`src/rtl/uart_pkg.sv`:
```
// Constants and types shared by the UART receiver and transmitter.
package uart_pkg;

    localparam int BAUD_DIV_DEFAULT = 2604;
    localparam int BAUD_CNT_W = 12;

    typedef enum logic [1:0] {
        RX_IDLE  = 2'd0,
        RX_START = 2'd1,
        RX_DATA  = 2'd2,
        RX_STOP  = 2'd3
    } rx_state_e;

endpackage

```
`src/rtl/uart_rx_sync.sv`:
```
// Two-flop synchronizer bringing the asynchronous serial line into the clk domain.
module rx_sync #(
    parameter logic RESET_VAL = 1'b1
) (
    input  logic clk,
    input  logic rst_n,
    input  logic line,
    output logic synced
);

    logic meta;

    always_ff @(posedge clk) begin
        if (!rst_n) begin
            meta   <= RESET_VAL;
            synced <= RESET_VAL;
        end else begin
            meta   <= line;
            synced <= meta;
        end
    end

endmodule

```
`src/rtl/uart_rx.sv`:
```
// 8N1 UART receiver: mid-bit sampling from a half-period start delay, sticky
// framing/overrun flags and a set-wins ready flag.
module uart_rx
    import uart_pkg::*;
#(
    parameter int BAUD_DIV = BAUD_DIV_DEFAULT
) (
    input  logic       clk,
    input  logic       rst_n,
    input  logic       RX,
    input  logic       clr_rdy,
    input  logic       clr_err,
    output logic [7:0] rx_data,
    output logic       rdy,
    output logic       frm_err,
    output logic       ovr_err
);

    localparam logic [1:0] IDLE  = 2'(RX_IDLE);
    localparam logic [1:0] START = 2'(RX_START);
    localparam logic [1:0] DATA  = 2'(RX_DATA);
    localparam logic [1:0] STOP  = 2'(RX_STOP);

    localparam logic [BAUD_CNT_W-1:0] FULL_PERIOD = BAUD_CNT_W'(BAUD_DIV);
    localparam logic [BAUD_CNT_W-1:0] HALF_PERIOD = BAUD_CNT_W'(BAUD_DIV / 2);

    logic                  rx_s;
    logic                  rx_prev;
    logic                  fall;
    logic [1:0]            state;
    logic [BAUD_CNT_W-1:0] baud_cnt;
    logic                  strobe;
    logic [3:0]            bit_cnt;
    logic [8:0]            shift;

    rx_sync #(
        .RESET_VAL(1'b1)
    ) u_sync (
        .clk    (clk),
        .rst_n  (rst_n),
        .line   (RX),
        .synced (rx_s)
    );

    assign fall = rx_prev & ~rx_s;

    // The strobe fires on the clock where the down-count reaches zero; that clock
    // reloads instead, so each sample is exactly one load value after the last.
    assign strobe = (state != IDLE) && (baud_cnt == BAUD_CNT_W'(1));

    always_ff @(posedge clk) begin
        if (!rst_n) begin
            rx_prev  <= 1'b1;
            state    <= IDLE;
            baud_cnt <= '0;
            bit_cnt  <= '0;
            shift    <= '0;
            rx_data  <= 8'h00;
            rdy      <= 1'b0;
            frm_err  <= 1'b0;
            ovr_err  <= 1'b0;
        end else begin
            rx_prev <= rx_s;

            // Clears first; a flag set later in this block overrides them.
            if (clr_rdy) begin
                rdy <= 1'b0;
            end
            if (clr_err) begin
                frm_err <= 1'b0;
                ovr_err <= 1'b0;
            end

            case (state)
                IDLE: begin
                    if (fall) begin
                        state    <= START;
                        baud_cnt <= HALF_PERIOD;
                    end
                end
                START: begin
                    if (strobe) begin
                        if (!rx_s) begin
                            state    <= DATA;
                            bit_cnt  <= '0;
                            baud_cnt <= FULL_PERIOD;
                        end else begin
                            state <= IDLE;
                        end
                    end else begin
                        baud_cnt <= baud_cnt - BAUD_CNT_W'(1);
                    end
                end
                DATA: begin
                    if (strobe) begin
                        shift    <= {shift[8], rx_s, shift[7:1]};
                        bit_cnt  <= bit_cnt + 4'd1;
                        baud_cnt <= FULL_PERIOD;
                        if (bit_cnt == 4'd7) begin
                            state <= STOP;
                        end
                    end else begin
                        baud_cnt <= baud_cnt - BAUD_CNT_W'(1);
                    end
                end
                STOP: begin
                    if (strobe) begin
                        shift[8] <= rx_s;
                        state    <= IDLE;
                        if (rx_s) begin
                            rx_data <= shift[7:0];
                            rdy     <= 1'b1;
                            if (rdy) begin
                                ovr_err <= 1'b1;
                            end
                        end else begin
                            frm_err <= 1'b1;
                        end
                    end else begin
                        baud_cnt <= baud_cnt - BAUD_CNT_W'(1);
                    end
                end
                default: begin
                    state <= IDLE;
                end
            endcase
        end
    end

endmodule

```
`config.mk`:
```
export PLATFORM = sky130hd
export DESIGN_NAME = uart_rx
export DESIGN_NICKNAME = d
export VERILOG_FILES = /design/src/rtl/uart_pkg.sv /design/src/rtl/uart_rx_sync.sv /design/src/rtl/uart_rx.sv
export SDC_FILE = /design/constraint.sdc
export NUM_CORES = 1
export LEC_CHECK = 0
export BUFFER_PORTS_ARGS = -buffer_cell sky130_fd_sc_hd__buf_4
export CAP_MARGIN = 5
export CORE_MARGIN = 5
export CORE_UTILIZATION = 45
export CTS_BUF_LIST = sky130_fd_sc_hd__clkbuf_8
export CTS_CLUSTER_SIZE = 10
export DETAILED_ROUTE_END_ITERATION = 10
export GPL_TIMING_DRIVEN = 0
export SYNTH_ARGS = -nofsm -noshare
export SYNTH_HDL_FRONTEND = slang
export SYNTH_SLANG_ARGS = --single-unit
```
`constraint.sdc`:
```
create_clock -name clk -period 2.5 [get_ports clk]
set_input_delay 0.375 -clock clk [delete_from_list [all_inputs] [get_ports clk]]
set_output_delay 0.375 -clock clk [all_outputs]
set_load 0.02 [all_outputs]
```
==> results.yml, run 1 <==
yosys:
  ys_seq_elements: 40
  synthSimpleGateAreaFrac_pct: 27.0
  synth_top_cell_by_area: "dfxtp_1"
  synthMuxAreaShare_pct: 1.52
  seq_area_frac_synth_pct: 40.4
  synthArstFlopShare_pct: 0
  syn-num-nets: 243
  syn_avg_cell_area_um2: 8.58
  synth_edf_count: 0
  synthTopCellsByArea: "dfxtp_1, a21boi_0, nand2_1"
  synth_ff_type: "dfxtp_1"
  synth_compound_gate_area_share_pct: 22.2
  synth_top_family_by_area: "simple AND/OR/NAND/NOR gates"
  yosys_warnings: 0
  synth_area_mm2: 0.00198
  ys_types: 48
  synthAdderAreaFrac_pct: 4.42
  synthXorXnorAreaFrac_pct: 0.442
  netlist.area_leader.share_pct: 40.4
  netlist_instances: 231
detailed_routing:
  drtIter0Drc: 43
  post_drt_wl_per_cell_um: 14.2
  remaining_drc_errors: 0
  wl_met1_um: 2140
  vias: 1629
  routed_wl_um: 4330
  drtPass1Iterations: 4
  route.met3.wl_um: 149
  drtAntennaViolNets: 0
  wl_met2_um: 1960
  routed.top_layer: "met4"
  vias_per_cell: 5.32
setup_path:
  r2r-start: "state[0]$_SDFFE_PN0P_"
  path_class: "flop to flop"
  regToRegEndpoint: "baud_cnt[3]$_SDFFE_PN0P_"
  worst_setup_path_end_kind: "flop"
  critPathMaxFanout: 9
  start_kind: "flop"
  required_ns: 2.74
  r2r_cells: 7
  crit_arrival_ns: 2.41
  reg2reg_slack_ns: 0.33
placement:
  place_area_mm2: 0.00216
  io_buffers: 15
  dpl.cell_count: 298
  dp_hpwl_um: 3120
  gp_congestion: 0.816
layout:
  ff_latch_area_um2: 801
  diodes: 0
  drive_above_1_share_pct: 12.6
  final_area_mm2: 0.00227
  fin_cells: 306
  multi_input_area_mm2: 0.00110
  area_delta_synth_final_pct: 14.6
  nNetsFinal: 265
  fill_cells: 455
pwr:
  irDropWorstVdd_v: 0.000304
  power_density_mw_per_mm2: 666
  p_leak_nw: 0.874
floorplan:
  core-area_mm2: 0.00432
  initial_core_util_pct: 45.8
  row_count: 24
  chipWidth_um: 76.4
  die_h_um: 76.4
  die_area_mm2: 0.00583
  io_pins: 16
sta:
  period_share_pct: 86.8
  finalHoldViolCount: 0
  setup_viol: 0
  fin_tns_setup_ns: 0
  finalCriticalPeriod_ns: 2.17
  drv_slew: 0
  slew_headroom_pct: 45.4
  tightest_slew_ns: 0.811
  fin_skew_ns: 0.00674
  grt_setup_unrepaired: "no"
  max_freq_mhz: 461
run:
  cap_violations: 0
cts:
  cts.clk_slew.worst_paths_ns: 0.08
  cts_buffers: 5
  cts_tree: "yes"
  post-cts-setup-buffers: 0
  cts_resized: 0
  htree_levels: 2
  clkLatencyLatePin_ns: 0.30
  cts_root_buf: "clkbuf_8"
  ctsLongestPathBuffers: 2
  cts_hold_buf: 0
  cts.sinks: 40
global_route:
  track_usage_pct: 16.2
  grt_max_degree: 14
  grt_pass1_wl_um: 7860
  grt-ovfl-total: 0
  first_global_vias: 1666
  antenna_found_initial: 0
hold_path:
  min_path_cells: 2
  hold_end: "u_sync.meta$_SDFF_PN1_"
  hp-class: "primary input to flop"
  hold_start: "RX"
outcome:
  outcome: "finished clean"
layout make-up:
class                           instances  area share [%]
Timing Repair Buffer                   15            4.96
Buffer                                  9            2.04
Clock buffer                            5            3.03
Multi-Input combinational cell        173            48.5
Sequential cell                        40            35.3
Clock inverter                          3            1.87
Inverter                                9            1.49
Tap cell                               52            2.87
cell usage in the layout, fill, tap and decap left out, types with 2 or more instances in the layout:
| cell | synthesis | layout |
|---|---|---|
| a21boi_0 | 18 | 18 |
| a21boi_1 | 3 | 3 |
| a21o_1 | 4 | 4 |
| a21oi_1 | 8 | 8 |
| a22o_1 | 2 | 2 |
| a22oi_1 | 2 | 2 |
| and2_1 | 5 | 5 |
| buf_4 | 1 | 16 |
| clkbuf_1 | 6 | 6 |
| clkbuf_8 | 0 | 5 |
| dfxtp_1 | 40 | 40 |
| ha_1 | 7 | 7 |
| inv_1 | 9 | 9 |
| mux2i_1 | 3 | 3 |
| nand2_1 | 36 | 36 |
| nand2b_1 | 4 | 4 |
| nand3_1 | 20 | 20 |
| nor2_1 | 10 | 10 |
| nor2b_1 | 4 | 4 |
| nor3_1 | 7 | 7 |
| nor3b_1 | 2 | 2 |
| nor4_1 | 2 | 2 |
| o2111ai_1 | 2 | 2 |
| o21a_1 | 3 | 3 |
| o21ai_0 | 7 | 7 |
| o31ai_1 | 3 | 3 |
power by group:
group | leakage [nW] | internal, mW | switching [mW]
registers | 0.324 | 0.662 | 0.0346
clock network | 0.0541 | 0.295 | 0.231
logic | 0.496 | 0.114 | 0.176
total | 0.874 | 1.07 | 0.441
synthesized netlist by cell type (all sizes together) (3+ instances only):
master and instances:
dfxtp 40, nand2 36, nand3 22, a21boi 21, nor2 10, inv 9
a21oi 8, ha 7, nor3 7, o21ai 7, clkbuf 6, and2 5
a21o 4, nand2b 4, nor2b 4, buf 3, mux2i 3, nor4 3
o21a 3, o31ai 3
stage by stage:
stage | setup slack (ns) | utilization, % | hold slack (ns) | power [mW]
floorplan | 0.715 | - | 0.386 | 0.926
finish | 0.329 | 52.5 | 0.263 | 1.51
detailed placement | 0.369 | 49.9 | 0.395 | 0.999
global route | 0.164 | 52.5 | 0.260 | 1.60
global placement | 0.376 | 49.9 | 0.388 | 0.997
CTS | 0.354 | 52.5 | 0.257 | 1.53
logic make-up (layout without fill, tap and decap cells):
group | Yosys count | in the layout
compound gates | 61 | 61
xor+xnor | 1 | 1
mux | 3 | 3
simple gates | 101 | 101
buf+inv | 18 | 41
flops | 40 | 40
fa+ha+maj | 7 | 7
metal layers:
metal,track usage [%],up-vias
li1,-,869
met1,21.1,728
met2,25.8,24
met3,4.61,8
met4,5.42,0
met5,0,-
worst max-delay path by stage:
stage,to,from,depth (start not counted)
6_report,baud_cnt[3]$_SDFFE_PN0P_,state[0]$_SDFFE_PN0P_,7
5_1_grt,baud_cnt[3]$_SDFFE_PN0P_,state[0]$_SDFFE_PN0P_,7
4_1_cts,baud_cnt[3]$_SDFFE_PN0P_,state[0]$_SDFFE_PN0P_,7
3_5_place_dp,baud_cnt[3]$_SDFFE_PN0P_,state[0]$_SDFFE_PN0P_,7
3_3_place_gp,baud_cnt[3]$_SDFFE_PN0P_,state[0]$_SDFFE_PN0P_,7
2_1_floorplan,bit_cnt[2]$_SDFFE_PN0P_,baud_cnt[0]$_SDFFE_PN0P_,7
sequential cells by signal, indices dropped and copies added (netlist names), 4 cells and up, named ones only:
signal	flops
baud_cnt	12
shift	8
rx_data	8
bit_cnt	4
worst max-delay path: stages (launching register included):
cell and delay [ns]:
dfxtp_1 0.39, inv_1 0.08, ha_1 0.31, nor2b_1 0.30, o21a_1 0.20, a21boi_1 0.47, o311ai_0 0.23, nand3_1 0.13
(Power assumes the default switching activity.)
==> inputs of run 2 (changes only) <==
--- a/config.mk
+++ b/config.mk
@@ -8,11 +8,13 @@
 export BUFFER_PORTS_ARGS = -buffer_cell sky130_fd_sc_hd__buf_4
 export CAP_MARGIN = 5
 export CORE_MARGIN = 5
-export CORE_UTILIZATION = 45
-export CTS_BUF_LIST = sky130_fd_sc_hd__clkbuf_8
+export CORE_UTILIZATION = 54
+export CTS_BUF_LIST = sky130_fd_sc_hd__clkbuf_16
+export CTS_CLUSTER_DIAMETER = 80
 export CTS_CLUSTER_SIZE = 10
 export DETAILED_ROUTE_END_ITERATION = 10
 export GPL_TIMING_DRIVEN = 0
+export PLACE_DENSITY = 0.73
 export SYNTH_ARGS = -nofsm -noshare
 export SYNTH_HDL_FRONTEND = slang
 export SYNTH_SLANG_ARGS = --single-unit
==> run 2 against run 1 <==
Compared with the run above: die area shrank 15%; largest power group is now clock; routed wire length shrank 4.6%; critical path type unchanged; critical endpoint unchanged; combinational power is essentially flat; highest routed layer unchanged; first-iteration DRC count grew to 2.6 times the previous value; total power grew 12%.
==> results.yml, run 2 (synthesis results as in run 1) <==
layout:
  largest_reg_flops: 12
  final_area_mm2: 0.00232
  largestRegisters: "baud_cnt x12, rx_data x8, shift x8"
  drive_above_1_share_pct: 12.2
  top_register: "baud_cnt"
  final_common_cell: "dfxtp_1"
  diodes: 0
  area_delta_synth_final_pct: 17.0
  layout_common_cells: "dfxtp_1, nand2_1, nand3_1, a21boi_0, buf_4"
  final_core_utilization_pct: 64.3
  nNetsFinal: 265
cts:
  cts.sinks: 40
  cts.clk_slew.worst_paths_ns: 0.06
  cts_hold_buf: 0
  cts_root_buf: "clkbuf_16"
  cts_buffers: 5
  post-cts-setup-buffers: 0
  cts_tree: "yes"
  clkLatencyLatePin_ns: 0.28
  ctsLongestPathBuffers: 2
  htree_levels: 2
  cts_resized: 0
setup_path:
  crit_arrival_ns: 2.37
  critPathMaxFanout: 9
  required_ns: 2.72
  r2r-start: "state[0]$_SDFFE_PN0P_"
  endpoint: "baud_cnt[3]$_SDFFE_PN0P_"
  path_class: "flop to flop"
  start_kind: "flop"
  r2r_cells: 7
  reg2reg_slack_ns: 0.35
  regToRegEndpoint: "baud_cnt[3]$_SDFFE_PN0P_"
  worst_setup_path_end_kind: "flop"
  startpoint: "state[0]$_SDFFE_PN0P_"
pwr:
  p_leak_nw: 0.905
  irDropWorstVdd_v: 0.000468
  power_density_mw_per_mm2: 731
placement:
  dp_slack_ns: 0.378
  io_buffers: 15
  dp_hpwl_um: 2930
  gp_congestion: 0.800
  place_area_mm2: 0.00215
sta:
  hold_ws_ns: 0.278
  max_freq_mhz: 465
  finalCriticalPeriod_ns: 2.15
  tightest_slew_ns: 0.869
  setup_viol: 0
  finalHoldViolCount: 0
  setup_ws_ns: 0.350
  period_share_pct: 86.0
  grt_setup_unrepaired: "no"
  fin_skew_ns: 0.00539
  fin_tns_setup_ns: 0
  slew_headroom_pct: 41.5
  drv_slew: 0
floorplan:
  chipWidth_um: 70.6
  io_pins: 16
  die_h_um: 70.6
  row_count: 22
  initial_core_util_pct: 55.0
  die_area_mm2: 0.00498
  core-area_mm2: 0.00361
detailed_routing:
  remaining_drc_errors: 0
  drtIter0Drc: 111
  routed_wl_um: 4130
  post_drt_wl_per_cell_um: 13.7
  drtAntennaViolNets: 0
  drtPass1Iterations: 4
  vias_per_cell: 5.61
  vias: 1693
global_route:
  antenna_found_initial: 0
  grt-ovfl-total: 0
  grt_max_degree: 13
  grt_pass1_wl_um: 6980
  track_usage_pct: 17.3
  first_global_vias: 1469
hold_path:
  hp-class: "primary input to flop"
outcome:
  outcome: "finished clean"
run:
  cap_violations: 0
run 2: cell types whose count changed in the layout (fill, tap and decap cells not counted):
cell,before,now
inv_1,9,10
clkbuf_16,0,5
clkbuf_8,5,0
clkinvlp_4,1,0
run 2: critical path: stages, from the launching register on:
cell	delay (ns)
dfxtp_1	0.39
inv_1	0.09
ha_1	0.31
nor2b_1	0.28
o21a_1	0.18
a21boi_1	0.48
o311ai_0	0.24
nand3_1	0.13
run 2: worst min path at each step:
stage          cells after the start  slack (ns)                  endpoint              startpoint
5_1_grt                            2        0.27    u_sync.meta$_SDFF_PN1_                      RX
2_1_floorplan                      1        0.39  u_sync.synced$_SDFF_PN1_  u_sync.meta$_SDFF_PN1_
6_report                           2        0.28    u_sync.meta$_SDFF_PN1_                      RX
3_3_place_gp                       1        0.39  u_sync.synced$_SDFF_PN1_  u_sync.meta$_SDFF_PN1_
3_5_place_dp                       1        0.40  u_sync.synced$_SDFF_PN1_  u_sync.meta$_SDFF_PN1_
4_1_cts                            2        0.28    u_sync.meta$_SDFF_PN1_                      RX
run 2: power by group:
part	leakage (nW)	internal (mW)	switching, mW
registers	0.324	0.663	0.0338
logic	0.496	0.113	0.173
clock network	0.0850	0.465	0.246
total	0.905	1.24	0.452
run 2: layer usage:
layer	up-vias	track usage (%)	wire, µm
met5	-	0	0
met4	0	5.64	53
met3	6	4.40	168
met2	33	27.8	1950
met1	780	22.8	1970
li1	874	-	-
run 2: final cells by class:
class / instances / area [µm²]
inverter: 9 / 33.8
timing repair buffer: 15 / 113
clock buffer: 5 / 125
fill: 323 / 1290
clock inverter: 3 / 38.8
multi-input combinational: 173 / 1100
buffer: 9 / 46.3
sequential: 40 / 801
tap: 48 / 60.1
run 2: per-stage QoR:
stage / std cells / power (mW)
after floorplan: 231 / 0.926
after global placement: 294 / 0.991
after detailed placement: 294 / 0.993
after CTS: 302 / 1.70
after global routing: 302 / 1.77
final: 302 / 1.69
==> inputs of run 3 (changes only) <==
--- a/config.mk
+++ b/config.mk
@@ -14,6 +14,7 @@
 export CTS_CLUSTER_SIZE = 10
 export DETAILED_ROUTE_END_ITERATION = 10
 export GPL_TIMING_DRIVEN = 0
+export MAX_ROUTING_LAYER = met4
 export PLACE_DENSITY = 0.73
 export SYNTH_ARGS = -nofsm -noshare
 export SYNTH_HDL_FRONTEND = slang
==> run 3 against run 2 <==
Compared with the run above: sequential share of layout area is the same; clock skew is essentially flat; combinational power about the same; maximum frequency up 0.41%; worst setup slack better by 0.0087 ns; first-iteration DRC count decreased by 9.0%; clock power barely moved; routed wire length decreased by 0.44%; register-to-register slack about the same; highest routed layer unchanged.
==> results.yml, run 3 (synthesis results as in run 1) <==
floorplan:
  initial_core_util_pct: 55.0
  core-area_mm2: 0.00361
  chipWidth_um: 70.6
  row_count: 22
  die_area_mm2: 0.00498
  io_pins: 16
  die_h_um: 70.6
layout:
  nNetsFinal: 265
  final_core_utilization_pct: 64.3
  fill_cells: 323
  layout_common_cells: "dfxtp_1, nand2_1, nand3_1, a21boi_0, buf_4"
  multi_input_area_mm2: 0.00110
  top_register: "baud_cnt"
  largestRegisters: "baud_cnt x12, rx_data x8, shift x8"
  diodes: 0
  final_common_cell: "dfxtp_1"
  ff_latch_area_um2: 801
  drive_above_1_share_pct: 12.2
  largest_reg_flops: 12
  fin_cells: 302
  area_delta_synth_final_pct: 17.0
hold_path:
  hp-class: "primary input to flop"
  hold_start: "RX"
  hold_end: "u_sync.meta$_SDFF_PN1_"
  min_path_cells: 2
setup_path:
  required_ns: 2.72
  r2r-start: "state[0]$_SDFFE_PN0P_"
  regToRegEndpoint: "baud_cnt[3]$_SDFFE_PN0P_"
  path_class: "flop to flop"
  r2r_cells: 7
  worst_setup_path_end_kind: "flop"
  crit_arrival_ns: 2.36
  critPathMaxFanout: 9
  reg2reg_slack_ns: 0.36
  start_kind: "flop"
pwr:
  power_density_mw_per_mm2: 730
  p_sw_share_pct: 26.7
  power_frac_seq_pct: 41.2
  p_leak_nw: 0.905
  irDropWorstVdd_v: 0.000468
  pwr-share-clk_pct: 42.0
  p_switching_uw: 452
  p_comb_share_pct: 16.9
  p_int_mw: 1.24
global_route:
  antenna_found_initial: 0
  grt-ovfl-total: 0
  grt_pass1_wl_um: 6980
  grt_max_degree: 13
  first_global_vias: 1471
  track_usage_pct: 17.8
sta:
  slew_headroom_pct: 39.5
  setup_ws_ns: 0.359
  setup_viol: 0
  hold_ws_ns: 0.278
  finalCriticalPeriod_ns: 2.14
  finalHoldViolCount: 0
  grt_setup_unrepaired: "no"
  fin_tns_setup_ns: 0
  drv_slew: 0
  max_freq_mhz: 467
  fin_skew_ns: 0.00522
  tightest_slew_ns: 0.899
  period_share_pct: 85.7
cts:
  cts_buffers: 5
  cts_tree: "yes"
  cts.sinks: 40
  post-cts-setup-buffers: 0
  htree_levels: 2
  cts_root_buf: "clkbuf_16"
  cts_resized: 0
  ctsLongestPathBuffers: 2
  clkLatencyLatePin_ns: 0.28
  cts_hold_buf: 0
  cts.clk_slew.worst_paths_ns: 0.06
outcome:
  outcome: "finished clean"
detailed_routing:
  remaining_drc_errors: 0
  vias: 1701
  drtIter0Drc: 101
  post_drt_wl_per_cell_um: 13.6
  drtAntennaViolNets: 0
  drtPass1Iterations: 4
  routed_wl_um: 4120
  vias_per_cell: 5.63
run:
  cap_violations: 0
placement:
  dpl.cell_count: 294
  io_buffers: 15
  gp_congestion: 0.812
  dp_hpwl_um: 2930
  dp_slack_ns: 0.378
## run 3: cell counts in the layout (fill, tap and decap cells not counted)
No cell type changed its count.
## run 3: layout make-up
cell class / count / share of cell area (%)
timing repair buffer: 15 / 4.86
sequential: 40 / 34.5
tap: 48 / 2.59
clock buffer: 5 / 5.40
inverter: 9 / 1.46
clock inverter: 3 / 1.67
buffer: 9 / 2.00
multi-input combinational: 173 / 47.5
## run 3: worst max path at each step
| stage | startpoint | end | slack [ns] |
|---|---|---|---|
| after global placement | state[0]$_SDFFE_PN0P_ | baud_cnt[3]$_SDFFE_PN0P_ | 0.39 |
| after global routing | baud_cnt[0]$_SDFFE_PN0P_ | flop | 0.19 |
| after floorplan | baud_cnt[0]$_SDFFE_PN0P_ | bit_cnt[2]$_SDFFE_PN0P_ | 0.71 |
| final | state[0]$_SDFFE_PN0P_ | baud_cnt[3]$_SDFFE_PN0P_ | 0.36 |
| after CTS | state[0]$_SDFFE_PN0P_ | baud_cnt[3]$_SDFFE_PN0P_ | 0.37 |
| after detailed placement | state[0]$_SDFFE_PN0P_ | baud_cnt[3]$_SDFFE_PN0P_ | 0.38 |
## run 3: power by group through the flow
stage                     sequential [mW]  clock [mW]  combinational [mW]
after global routing                0.702       0.751               0.321
after CTS                           0.697       0.715               0.284
after global placement              0.710           0               0.280
final                               0.697       0.710               0.286
after detailed placement            0.711           0               0.282
after floorplan                     0.704           0               0.222
## run 3: per-layer routing
| metal | up-vias | global-route usage [%] | part of all wire (%) | wire length [µm] |
|---|---|---|---|---|
| met2 | 37 | 27.8 | 47 | 1930 |
| met4 | 0 | 5.64 | 1.3 | 53 |
| met3 | 6 | 4.40 | 5.2 | 212 |
| li1 | 873 | - | - | - |
| met1 | 785 | 22.8 | 47 | 1920 |
| met5 | - | - | 0 | 0 |
## run 3: worst max-delay path: stages (launching register included)
cell      delay [ns]
dfxtp_1         0.39
inv_1           0.09
ha_1            0.31
nor2b_1         0.28
o21a_1          0.18
a21boi_1        0.47
o311ai_0        0.24
nand3_1         0.12
## run 3: through the flow
| step | power, mW | area [µm²] |
|---|---|---|
| 6_report | 1.69 | 2320 |
| 5_1_grt | 1.77 | 2320 |
| 4_1_cts | 1.70 | 2320 |
| 3_5_place_dp | 0.993 | 2150 |
| 3_3_place_gp | 0.991 | 2150 |
| 2_1_floorplan | 0.926 | 1980 |
